File: src/rtl/arcade_pause_ctrl.sv
// Pause/freeze arbiter for arcade cores: merges the user toggle, OSD pause and external freeze
// requests, drives the core PAUSE_N, grants requesters after a settle window and dims video.
module arcade_pause_ctrl #(
  parameter int unsigned CLK_HZ    = 48_000_000,
  parameter int unsigned DIM_SEC   = 10,
  parameter int unsigned N_SRC     = 2,
  parameter int unsigned SETTLE    = 16,
  parameter int unsigned RGB_W     = 4,
  parameter int unsigned DIM_SHIFT = 1
) (
  input  logic               clk_sys_i,
  input  logic               reset_i,
  input  logic               pause_btn_i,
  input  logic               osd_open_i,
  input  logic               osd_pause_en_i,
  input  logic [N_SRC-1:0]   req_i,
  output logic [N_SRC-1:0]   grant_o,
  output logic               pause_n_o,
  output logic               user_paused_o,
  output logic               dim_o,
  input  logic [3*RGB_W-1:0] rgb_in_i,
  output logic [3*RGB_W-1:0] rgb_out_o
);

  localparam int unsigned DimMax  = CLK_HZ * DIM_SEC;
  localparam int unsigned TimerW  = $clog2(DimMax + 1);
  localparam int unsigned SettleW = (SETTLE > 1) ? $clog2(SETTLE) : 1;
  localparam logic [TimerW-1:0]  DimMaxT    = TimerW'(DimMax);
  localparam logic [SettleW-1:0] SettleLast = SettleW'(SETTLE - 1);

  typedef enum logic [1:0] {StRun, StStopping, StPaused} state_e;

  state_e               state_q, state_d;
  logic [SettleW-1:0]   settle_q, settle_d;
  logic [TimerW-1:0]    timer_q, timer_d;
  logic [N_SRC-1:0]     grant_q, grant_d;
  logic [3*RGB_W-1:0]   rgb_q, rgb_d, rgb_dim;
  logic                 pause_n_q, pause_n_d;
  logic                 btn_q;
  logic                 user_q, user_d;
  logic                 dim_q, dim_d;
  logic                 cause;

  assign cause  = user_q | (osd_open_i & osd_pause_en_i) | (|req_i);
  assign user_d = user_q ^ (pause_btn_i & ~btn_q);

  always_comb begin
    state_d   = state_q;
    settle_d  = settle_q;
    pause_n_d = pause_n_q;
    grant_d   = '0;
    unique case (state_q)
      StRun: begin
        pause_n_d = 1'b1;
        if (cause) begin
          state_d   = StStopping;
          pause_n_d = 1'b0;
          settle_d  = '0;
        end
      end
      StStopping: begin
        settle_d = settle_q + SettleW'(1);
        if (!cause) begin
          state_d   = StRun;
          pause_n_d = 1'b1;
        end else if (settle_q == SettleLast) begin
          state_d = StPaused;
        end
      end
      StPaused: begin
        if (!cause) begin
          state_d   = StRun;
          pause_n_d = 1'b1;
        end else begin
          grant_d = req_i;
        end
      end
      default: begin
        state_d   = StRun;
        pause_n_d = 1'b1;
      end
    endcase
  end

  // Dim timer saturates so a long user pause holds dim without wrapping.
  always_comb begin
    timer_d = '0;
    if (user_q) begin
      timer_d = (timer_q == DimMaxT) ? timer_q : timer_q + TimerW'(1);
    end
    dim_d = (timer_q == DimMaxT);
  end

  always_comb begin
    rgb_dim = '0;
    for (int c = 0; c < 3; c++) begin
      rgb_dim[c*RGB_W +: RGB_W] = rgb_in_i[c*RGB_W +: RGB_W] >> DIM_SHIFT;
    end
    rgb_d = dim_q ? rgb_dim : rgb_in_i;
  end

  always_ff @(posedge clk_sys_i) begin
    if (reset_i) begin
      state_q   <= StRun;
      settle_q  <= '0;
      timer_q   <= '0;
      grant_q   <= '0;
      rgb_q     <= '0;
      pause_n_q <= 1'b1;
      btn_q     <= 1'b0;
      user_q    <= 1'b0;
      dim_q     <= 1'b0;
    end else begin
      state_q   <= state_d;
      settle_q  <= settle_d;
      timer_q   <= timer_d;
      grant_q   <= grant_d;
      rgb_q     <= rgb_d;
      pause_n_q <= pause_n_d;
      btn_q     <= pause_btn_i;
      user_q    <= user_d;
      dim_q     <= dim_d;
    end
  end

  assign grant_o       = grant_q;
  assign pause_n_o     = pause_n_q;
  assign user_paused_o = user_q;
  assign dim_o         = dim_q;
  assign rgb_out_o     = rgb_q;

endmodule

File: config.mk
export PLATFORM = sky130hd
export DESIGN_NAME = arcade_pause_ctrl
export DESIGN_NICKNAME = d
export VERILOG_FILES = /design/src/rtl/arcade_pause_ctrl.sv
export SDC_FILE = /design/constraint.sdc
export NUM_CORES = 1
export LEC_CHECK = 0
export CAP_MARGIN = 5
export CORE_ASPECT_RATIO = 1.4
export CORE_UTILIZATION = 48
export DETAILED_ROUTE_END_ITERATION = 7
export PLACE_DENSITY = 0.75
export SLEW_MARGIN = 10
export SYNTH_ARGS = -nofsm -noshare
export SYNTH_HDL_FRONTEND = slang
export SYNTH_SLANG_ARGS = --single-unit
File: constraint.sdc
create_clock -name clk_sys_i -period 1.9 [get_ports clk_sys_i]
set_clock_uncertainty 0.15 [all_clocks]
set_input_delay 0.19 -clock clk_sys_i [delete_from_list [all_inputs] [get_ports clk_sys_i]]
set_output_delay 0.19 -clock clk_sys_i [all_outputs]
set_load 0.005 [all_outputs]
==> flow_summary_export.csv, run 1 <==
group,metric,value,unit
run_status,outcome,"finished clean",
synth,synthesis.nets,292,
timing,worst_pin_slew,0.459,ns
global_routing,grt_first_pass_wirelength,9030,µm
timing,post-route-period-util,96.7,%
synth,synth_cells,266,
critical_path,end_kind,"flop",
global_routing,grt_pass1_vias,2085,
die,start_util,49.8,%
die,fp.dieW,61.9,µm
global_routing,grt_overflow_total,0,
global_routing,use_met3,4.83,%
timing,final-setup-viol-count,0,
clock_network,cts_root_buffer,"clkbuf_8",
final_layout,drive_gt1_share,18.4,%
die,ioPinCount,36,
clock_network,cts_buffers,5,
drt,firstDrtPassIters,4,
die,dieHeight,85.9,µm
power_and_ir_drop,vdd_ir_drop_max,0.000582,V
synth,synthesis.area,2410,µm²
clock_network,cts_tree,"done",
timing,post-route-min-period,1.84,ns
final_layout,layout_common_cells,"46 x dfxtp_1, 35 x clkdlybuf4s50_1, 32 x buf_4",
die,dieArea,5320,µm²
power_and_ir_drop,leakagePower,1.18,nW
synth,synth_cell_types,44,
final_layout,fin_nets,356,
synth,postSynth.asyncResetShare,0,%
clock_network,clk_latency,0.31,ns
final_layout,final_common_cell,"dfxtp_1",
global_routing,grt_start_max_net_pins,19,
timing,rsz0062_at_grt,"yes",
synth,synthFlopType,"dfxtp_1",
global_routing,grt_usage,22.8,%
min_path,hold_path_class,"in2reg",
timing,relSlewSlack,69.1,%
drt,viasPerCell,5.57,
place,dp_hpwl,4120,µm
drt,drt_iter0_drc,119,
run,drv_cap,0,
synth,ys_seq_area_share,44.0,%
global_routing,antenna_found_initial,0,
drt,wl_per_cell,14.1,µm
final_layout,stdcell_count,395,
clock_network,clock-sinks,53,
power_and_ir_drop,power.density,751,nW/µm²
drt,wl,5550,µm
synth,synth.avg_cell_area,9.07,µm²
global_routing,grtUsageMet2,39.1,%
synth,ys_warn_count,0,
critical_path,arrival,1.90,ns
synth,synth_edf_count,0,
critical_path,crit_fanout,6,
place,place_congestion,0.828,
clock_network,htreeDepth,2,
final_layout,area_growth,32.6,%
clock_network,clock_path_buffers,2,
critical_path,start_kind,"flop",
drt,postRouteAntennaNets,0,
place,port_buffers,35,
drt,vias,2202,
drt,drc,0,
timing,holdWs,0.313,ns
timing,final_max_slew_viol_count,0,
global_routing,grt_most_used_layer,"met2",
timing,clock.fmax,0.544,GHz
die,rows,30,
place,placedCellCount,383,
timing,hold_viol_final,0,
clock_network,clkSlewWorstSetupHoldPaths,0.10,ns
synth,ys_ff_latch,53,
final_layout,antenna_cells,0,
critical_path,cp_data_required_time,1.96,ns
die,core,4840,µm²
global_routing,use_met1,25.7,%
critical_path,critPathKind,"reg2reg",
[worst paths after layout]
| kind | endpoint | startpoint | depth (start not counted) | slack (ns) |
|---|---|---|---|---|
| setup / recovery | timer_q[25]$_SDFFE_PP0N_ | timer_q[3]$_SDFFE_PP0N_ | 5 | 0.06 |
| hold / removal | rgb_out_o[11]$_SDFF_PP0_ | rgb_in_i[11] | 2 | 0.31 |
| setup reg to reg | timer_q[25]$_SDFFE_PP0N_ | timer_q[3]$_SDFFE_PP0N_ | 5 | 0.06 |
| hold reg to reg | state_q[0]$_SDFFE_PP0P_ | state_q[0]$_SDFFE_PP0P_ | 2 | 0.34 |
[synthesized netlist by cell type, types with 2 or more instances]
| cell | count | area, µm² |
|---|---|---|
| and3_1 | 2 | 12.5 |
| xnor2_1 | 3 | 26.3 |
| nand2b_1 | 5 | 31.3 |
| o31ai_1 | 5 | 37.5 |
| clkbuf_2 | 2 | 10.0 |
| o311ai_0 | 2 | 17.5 |
| nor2b_1 | 5 | 31.3 |
| a211oi_1 | 2 | 15.0 |
| xor2_1 | 9 | 78.8 |
| nor4b_1 | 3 | 26.3 |
| or4_1 | 7 | 52.6 |
| and4_1 | 6 | 52.6 |
| nor3_1 | 4 | 20.0 |
| o32ai_1 | 2 | 17.5 |
| nand3_1 | 16 | 80.1 |
| nor2_1 | 27 | 101 |
| ha_1 | 7 | 87.6 |
| a21oi_1 | 17 | 85.1 |
| nand4_1 | 7 | 43.8 |
| nand2_1 | 15 | 56.3 |
| or3_1 | 4 | 25.0 |
| inv_1 | 11 | 41.3 |
| nand4_2 | 2 | 25.0 |
| clkbuf_1 | 7 | 26.3 |
| and2_1 | 4 | 25.0 |
| o21ai_0 | 8 | 40.0 |
| mux2i_1 | 13 | 130 |
| dfxtp_1 | 53 | 1060 |
| nor4_1 | 3 | 18.8 |
[cell families after synthesis]
group,after synthesis,share of synthesized area [%]
DFF,53,44.0
adders and majority gates,7,3.63
and+or+nand+nor,115,26.8
buffers and inverters,22,3.89
xor gates and xnor gates,12,4.36
muxes,14,5.86
AOI/OAI and AO/OA,43,11.5
[report_power, final]
part,internal [W],total (W),switching (W)
combinational,0.000219,0.000410,0.000191
clock,0.000402,0.000788,0.000386
sequential,0.00117,0.00120,0.0000384
total,0.00179,0.00240,0.000615
[flip-flops by register name, summed over array words and instances (netlist names)]
name	cells
btn_q	1
grant_o	2
user_paused_o	1
timer_q	29
pause_n_o	1
state_q	2
settle_q	4
rgb_out_o	12
dim_o	1
[per-layer routing]
metal | wire, µm | share of wire [%] | vias up
li1 | - | - | 1092
met1 | 2200 | 40 | 1047
met2 | 3000 | 54 | 49
met3 | 184 | 3.3 | 14
met4 | 166 | 3.0 | 0
met5 | 0 | 0 | -
[stage by stage]
step / total power (W) / setup WS, ns / util [%] / TNS (ns) / area [µm²]
2_1_floorplan: 0.00147 / 0.00122 / - / 0 / 2410
3_5_place_dp: 0.00164 / -0.0784 / 62.1 / -0.0784 / 3010
4_1_cts: 0.00243 / 0.00547 / 64.7 / 0 / 3130
6_report: 0.00240 / 0.0633 / 66.1 / 0 / 3200
5_1_grt: 0.00252 / -0.0334 / 66.1 / -0.0341 / 3200
3_3_place_gp: 0.00162 / -0.00192 / 62.1 / -0.00192 / 3010
[worst max-delay path: stages (launching register included)]
cell and delay, ns:
dfxtp_2 0.38, and4_1 0.32, buf_4 0.17, and4_1 0.36
a31oi_1 0.14, a41o_1 0.22
[final cells by class]
class / instances / area, µm²
Clock buffer: 5 / 68.8
Clock inverter: 3 / 47.5
Fill cell: 388 / 1640
Inverter: 11 / 41.3
Multi-Input combinational cell: 191 / 1290
Sequential cell: 53 / 1070
Tap cell: 64 / 80.1
Timing Repair Buffer: 68 / 596
[repair_timing]
action / CTS / global route
setup buffers: 1 / 3
hold buffers: 0 / 0
pin swaps: 1 / 3
endpoints found under the setup margin: 4 / 11
resized for setup: 2 / 17
gates cloned: 0 / 0
hold endpoints to repair: 0 / 0
Note: power is estimated with default switching activity, not from simulation.
==> inputs of run 2 (changes only) <==
--- a/config.mk
+++ b/config.mk
@@ -7,9 +7,9 @@
 export LEC_CHECK = 0
 export CAP_MARGIN = 5
 export CORE_ASPECT_RATIO = 1.4
-export CORE_UTILIZATION = 48
+export CORE_UTILIZATION = 40
 export DETAILED_ROUTE_END_ITERATION = 7
-export PLACE_DENSITY = 0.75
+export GPL_ROUTABILITY_DRIVEN = 0
 export SLEW_MARGIN = 10
 export SYNTH_ARGS = -nofsm -noshare
 export SYNTH_HDL_FRONTEND = slang
==> run 2 against run 1 <==
Worst setup slack gained 0.0055 ns. Non-clock buffer count up 4. Global-route usage decreased by 3.0 points. Largest power group unchanged. Critical path depth down 1.
==> flow_summary_export.csv, run 2 (synthesized netlist as in run 1, its figures left out) <==
group,metric,value,unit
final_layout,final_area,3220,µm²
place,dp_hpwl,4160,µm
final_layout,drive_gt1_share,20.9,%
timing,final_max_slew_viol_count,0,
timing,worst_pin_slew,0.407,ns
critical_path,cp_data_required_time,1.95,ns
die,ioPinCount,36,
final_layout,fin_nets,360,
global_routing,grt_usage,19.8,%
critical_path,end_kind,"flop",
timing,clock.fmax,0.546,GHz
timing,post-route-min-period,1.83,ns
place,placed_cell_area,3050,µm²
timing,post-route-period-util,96.4,%
clock_network,htreeDepth,2,
power_and_ir_drop,power.density,707,nW/µm²
final_layout,largest_reg_flops,29,
clock_network,cts_root_buffer,"clkbuf_8",
timing,final-setup-viol-count,0,
timing,hold_viol_final,0,
die,dieHeight,93.9,µm
die,fp.dieW,67.6,µm
final_layout,final_util,55.4,%
place,placedCellCount,393,
final_layout,layout_common_cells,"45 x dfxtp_1, 36 x buf_4, 35 x clkdlybuf4s50_1",
power_and_ir_drop,leakagePower,1.18,nW
global_routing,grt_first_pass_wirelength,9470,µm
clock_network,clock-sinks,53,
clock_network,clkSlewWorstSetupHoldPaths,0.10,ns
final_layout,area_growth,33.7,%
critical_path,crit_fanout,4,
min_path,hold_path_class,"in2reg",
drt,wl_per_cell,13.8,µm
critical_path,start_kind,"flop",
final_layout,stdcell_count,405,
timing,relSlewSlack,72.6,%
drt,drc,0,
critical_path,slowest_stage,"or4_4",
critical_path,cpPeakStageDelay,0.52,ns
timing,rsz0062_at_grt,"yes",
final_layout,antenna_cells,0,
drt,drt_iter0_drc,127,
place,port_buffers,35,
final_layout,regMostFlops,"timer_q",
critical_path,arrival,1.88,ns
clock_network,clock_path_buffers,2,
die,core,5820,µm²
drt,vias,2164,
global_routing,grt_pass1_vias,2105,
critical_path,rr_worst_depth,4,
min_path,whs_path_depth,2,
global_routing,grt_start_max_net_pins,17,
die,start_util,41.4,%
run_status,outcome,"finished clean",
run,drv_cap,0,
power_and_ir_drop,vdd_ir_drop_max,0.000643,V
final_layout,final_common_cell,"dfxtp_1",
die,dieArea,6350,µm²
global_routing,antenna_found_initial,0,
critical_path,crit_top_cell,"or4_4",
die,rows,33,
drt,postRouteAntennaNets,0,
critical_path,critPathKind,"reg2reg",
drt,viasPerCell,5.34,
drt,firstDrtPassIters,4,
critical_path,path_cells,"or4_4 -> or4_4 -> o21ai_0 -> a21oi_1",
clock_network,postCtsHoldBufs,0,
drt,wl,5610,µm
clock_network,cts_tree,"done",
clock_network,clk_latency,0.30,ns
global_routing,grt_overflow_total,0,
clock_network,cts_buffers,5,
run 2: area by class of cell:
class	instances	area, µm²
tap	70	87.6
timing repair buffer	72	626
inverter	11	41.3
fill	542	2600
clock buffer	6	82.6
multi-input combinational	191	1300
sequential	53	1080
clock inverter	2	13.8
run 2: critical path: cells and delay by family (launching register included):
family	cells	cell delay, ns
AOI/OAI and AO/OA	2	0.25
DFF	1	0.34
and+or+nand+nor	2	0.98
run 2: timing repair:
action / CTS / global route
buffers inserted: 1 / 3
gates resized for setup: 3 / 17
hold endpoints to repair: 0 / 0
pin swaps: 1 / 3
endpoints found under the setup margin: 5 / 14
run 2: final timing paths:
kind	from	end	slack, ns
setup / recovery	timer_q[5]$_SDFFE_PP0N_	timer_q[1]$_SDFFE_PP0N_	0.07
hold / removal	pause_btn_i	btn_q$_SDFF_PP0_	0.31
setup reg to reg	timer_q[5]$_SDFFE_PP0N_	timer_q[1]$_SDFFE_PP0N_	0.07
hold reg to reg	state_q[0]$_SDFFE_PP0P_	state_q[0]$_SDFFE_PP0P_	0.34
run 2: layer usage:
metal / vias up / wire length [µm] / GRT usage, % / part of all wire (%)
li1: 1095 / - / - / -
met1: 1016 / 2360 / 22.3 / 42
met2: 37 / 2930 / 34.1 / 52
met3: 16 / 138 / 3.88 / 2.5
met4: 0 / 178 / 10.3 / 3.2
met5: - / 0 / 0 / 0
run 2: metrics by stage:
| step | power, W | hold WS [ns] | TNS (ns) | setup slack, ns |
|---|---|---|---|---|
| after floorplan | 0.00147 | 0.162 | 0 | 0.00122 |
| after global placement | 0.00163 | 0.319 | 0 | 0.0303 |
| after detailed placement | 0.00163 | 0.323 | -0.0328 | -0.0206 |
| after CTS | 0.00231 | 0.300 | 0 | 0.00359 |
| after global routing | 0.00240 | 0.315 | -0.00546 | -0.00369 |
| final | 0.00228 | 0.308 | 0 | 0.0689 |
run 2: power breakdown:
| group | switching (W) | internal (W) | total, W |
|---|---|---|---|
| combinational | 0.000185 | 0.000217 | 0.000402 |
| sequential | 0.0000376 | 0.00117 | 0.00120 |
| clock | 0.000378 | 0.000296 | 0.000675 |
==> inputs of run 3 (changes only) <==
--- a/config.mk
+++ b/config.mk
@@ -10,6 +10,7 @@
 export CORE_UTILIZATION = 40
 export DETAILED_ROUTE_END_ITERATION = 7
 export GPL_ROUTABILITY_DRIVEN = 0
+export MAX_ROUTING_LAYER = met4
 export SLEW_MARGIN = 10
 export SYNTH_ARGS = -nofsm -noshare
 export SYNTH_HDL_FRONTEND = slang
==> constraint.sdc (replaced) <==
create_clock -name clk_sys_i -period 1.8 [get_ports clk_sys_i]
set_clock_uncertainty 0.15 [all_clocks]
set_input_delay 0.18 -clock clk_sys_i [delete_from_list [all_inputs] [get_ports clk_sys_i]]
set_output_delay 0.18 -clock clk_sys_i [all_outputs]
set_load 0.005 [all_outputs]
==> run 3 against run 2 <==
The flow now finishes with violations (negative setup slack). Cell count increased by 3.5%. Worst hold slack got worse by 0.0045 ns. Critical path depth unchanged. Die area unchanged. Cell area increased by 6.0%. Core utilization increased by 3.3 points. Sequential power increased by 6%. Largest power group unchanged. Highest routed layer unchanged.
==> flow_summary_export.csv, run 3 (synthesized netlist as in run 1, its figures left out) <==
group,metric,value,unit
drt,drc,0,
timing,worst_pin_slew,0.445,ns
run_status,violations,"negative setup slack",
die,ioPinCount,36,
critical_path,rr_endpoint,"timer_q[2]$_SDFFE_PP0N_",
place,dp_hpwl,4220,µm
timing,rsz0062_at_grt,"yes",
timing,final-setup-viol-count,5,
drt,wl,5820,µm
min_path,hold_path_class,"in2reg",
final_layout,final_common_cell,"buf_4",
die,core,5820,µm²
clock_network,htreeDepth,2,
final_layout,antenna_cells,0,
drt,firstDrtPassIters,7,
final_layout,final_util,58.7,%
timing,post-route-period-util,103,%
drt,postRouteAntennaNets,0,
critical_path,crit_fanout,4,
timing,fin_ws,-0.0622,ns
die,dieHeight,93.9,µm
global_routing,grt_start_max_net_pins,17,
global_routing,grt_first_pass_wirelength,9640,µm
global_routing,grtUsageMet2,34.3,%
global_routing,use_met1,22.6,%
timing,clock.fmax,0.537,GHz
clock_network,cts_tree,"done",
critical_path,cp_data_required_time,1.85,ns
clock_network,clock-sinks,53,
power_and_ir_drop,vdd_ir_drop_max,0.000618,V
timing,hold_viol_final,0,
run,drv_cap,0,
critical_path,path_cells,"or4_4 -> or4_4 -> o21ai_2 -> a21oi_1",
clock_network,clock_path_buffers,2,
global_routing,antenna_found_initial,0,
global_routing,grt_usage,20.3,%
power_and_ir_drop,total_power,0.00238,W
die,dieArea,6350,µm²
critical_path,rr_worst_depth,4,
die,rows,33,
power_and_ir_drop,leakagePower,1.28,nW
timing,tns,-0.214,ns
critical_path,start_kind,"flop",
clock_network,cts_buffers,5,
global_routing,grt_overflow_total,0,
final_layout,area_growth,41.6,%
run_status,outcome,"complete, but fails checks",
critical_path,slowest_stage,"or4_4",
die,start_util,41.4,%
clock_network,cts_root_buffer,"clkbuf_8",
final_layout,layout_common_cells,"50 x buf_4, 43 x dfxtp_1, 35 x clkdlybuf4s50_1",
global_routing,grt_most_used_layer,"met2",
global_routing,grt_pass1_vias,2158,
drt,viasPerCell,5.41,
die,fp.dieW,67.6,µm
place,port_buffers,35,
global_routing,use_met3,4.37,%
final_layout,drive_gt1_share,27.5,%
timing,relSlewSlack,69.9,%
timing,post-route-min-period,1.86,ns
critical_path,crit_start,"timer_q[15]$_SDFFE_PP0N_",
critical_path,crit_top_cell,"or4_4",
min_path,hold_end,"btn_q$_SDFF_PP0_",
drt,wl_per_cell,13.9,µm
min_path,whs_path_depth,2,
critical_path,ff2ff_setup_slack,-0.06,ns
final_layout,largest_reg_flops,29,
final_layout,fin_nets,374,
drt,drt_iter0_drc,119,
power_and_ir_drop,power.density,695,nW/µm²
final_layout,regMostFlops,"timer_q",
critical_path,critPathKind,"reg2reg",
critical_path,critPathTopFamily,"simple AND/OR/NAND/NOR gates",
drt,vias,2265,
clock_network,clk_latency,0.30,ns
critical_path,rr_startpoint,"timer_q[15]$_SDFFE_PP0N_",
critical_path,arrival,1.91,ns
critical_path,cp.buffers_inverters,0,
place,place_ws,-0.0885,ns
critical_path,end_kind,"flop",
clock_network,clkSlewWorstSetupHoldPaths,0.10,ns
min_path,hp-start,"pause_btn_i",
critical_path,cpPeakStageDelay,0.54,ns
timing,final_max_slew_viol_count,0,
run 3: cell types whose count changed in the layout (fill, tap and decap cells not counted), sizes merged:
cell	change
buf	+14
clkbuf	-1
clkinv	-2
clkinvlp	+2
or3	+1
run 3: repair_timing:
item	4_1_cts	5_1_grt
cloned	1	0
hold buffers	0	0
setup endpoints to repair	12	17
buffers inserted	2	3
pin swaps	11	11
resized for setup	8	18
run 3: per-stage QoR:
| step | hold slack, ns | instance area, µm² | cells |
|---|---|---|---|
| 2_1_floorplan | 0.152 | 2460 | 266 |
| 3_3_place_gp | 0.320 | 3180 | 406 |
| 3_5_place_dp | 0.331 | 3180 | 406 |
| 4_1_cts | 0.292 | 3320 | 417 |
| 5_1_grt | 0.296 | 3420 | 419 |
| 6_report | 0.304 | 3420 | 419 |
run 3: where the power goes:
part	switching, W	internal, W	leakage (nW)
sequential	0.0000343	0.00123	0.437
clock	0.000395	0.000275	0.0374
combinational	0.000200	0.000239	0.807
run 3: final cells by class:
type / count / area, µm²
clock buffers: 6 / 72.6
clock inverters: 2 / 15.0
fillers: 509 / 2400
inverters: 11 / 41.3
multi-input cells: 192 / 1400
flip-flops and latches: 53 / 1070
well taps: 70 / 87.6
repair buffers: 85 / 726
run 3: worst max path at each step:
stage,cells past startpoint,slack [ns],end
after floorplan,4,-0.04,timer_q[1]$_SDFFE_PP0N_
after CTS,4,-0.08,timer_q[2]$_SDFFE_PP0N_
after global placement,7,-0.11,timer_q[28]$_SDFFE_PP0N_
after global routing,7,-0.16,timer_q[2]$_SDFFE_PP0N_
final,4,-0.06,timer_q[2]$_SDFFE_PP0N_
after detailed placement,7,-0.09,timer_q[28]$_SDFFE_PP0N_
run 3: per-layer routing:
metal  routed length, µm  part of all wire [%]
met1                2440                    42
met2                3090                    53
met3                 157                   2.7
met4                 127                   2.2
met5                   0                     0
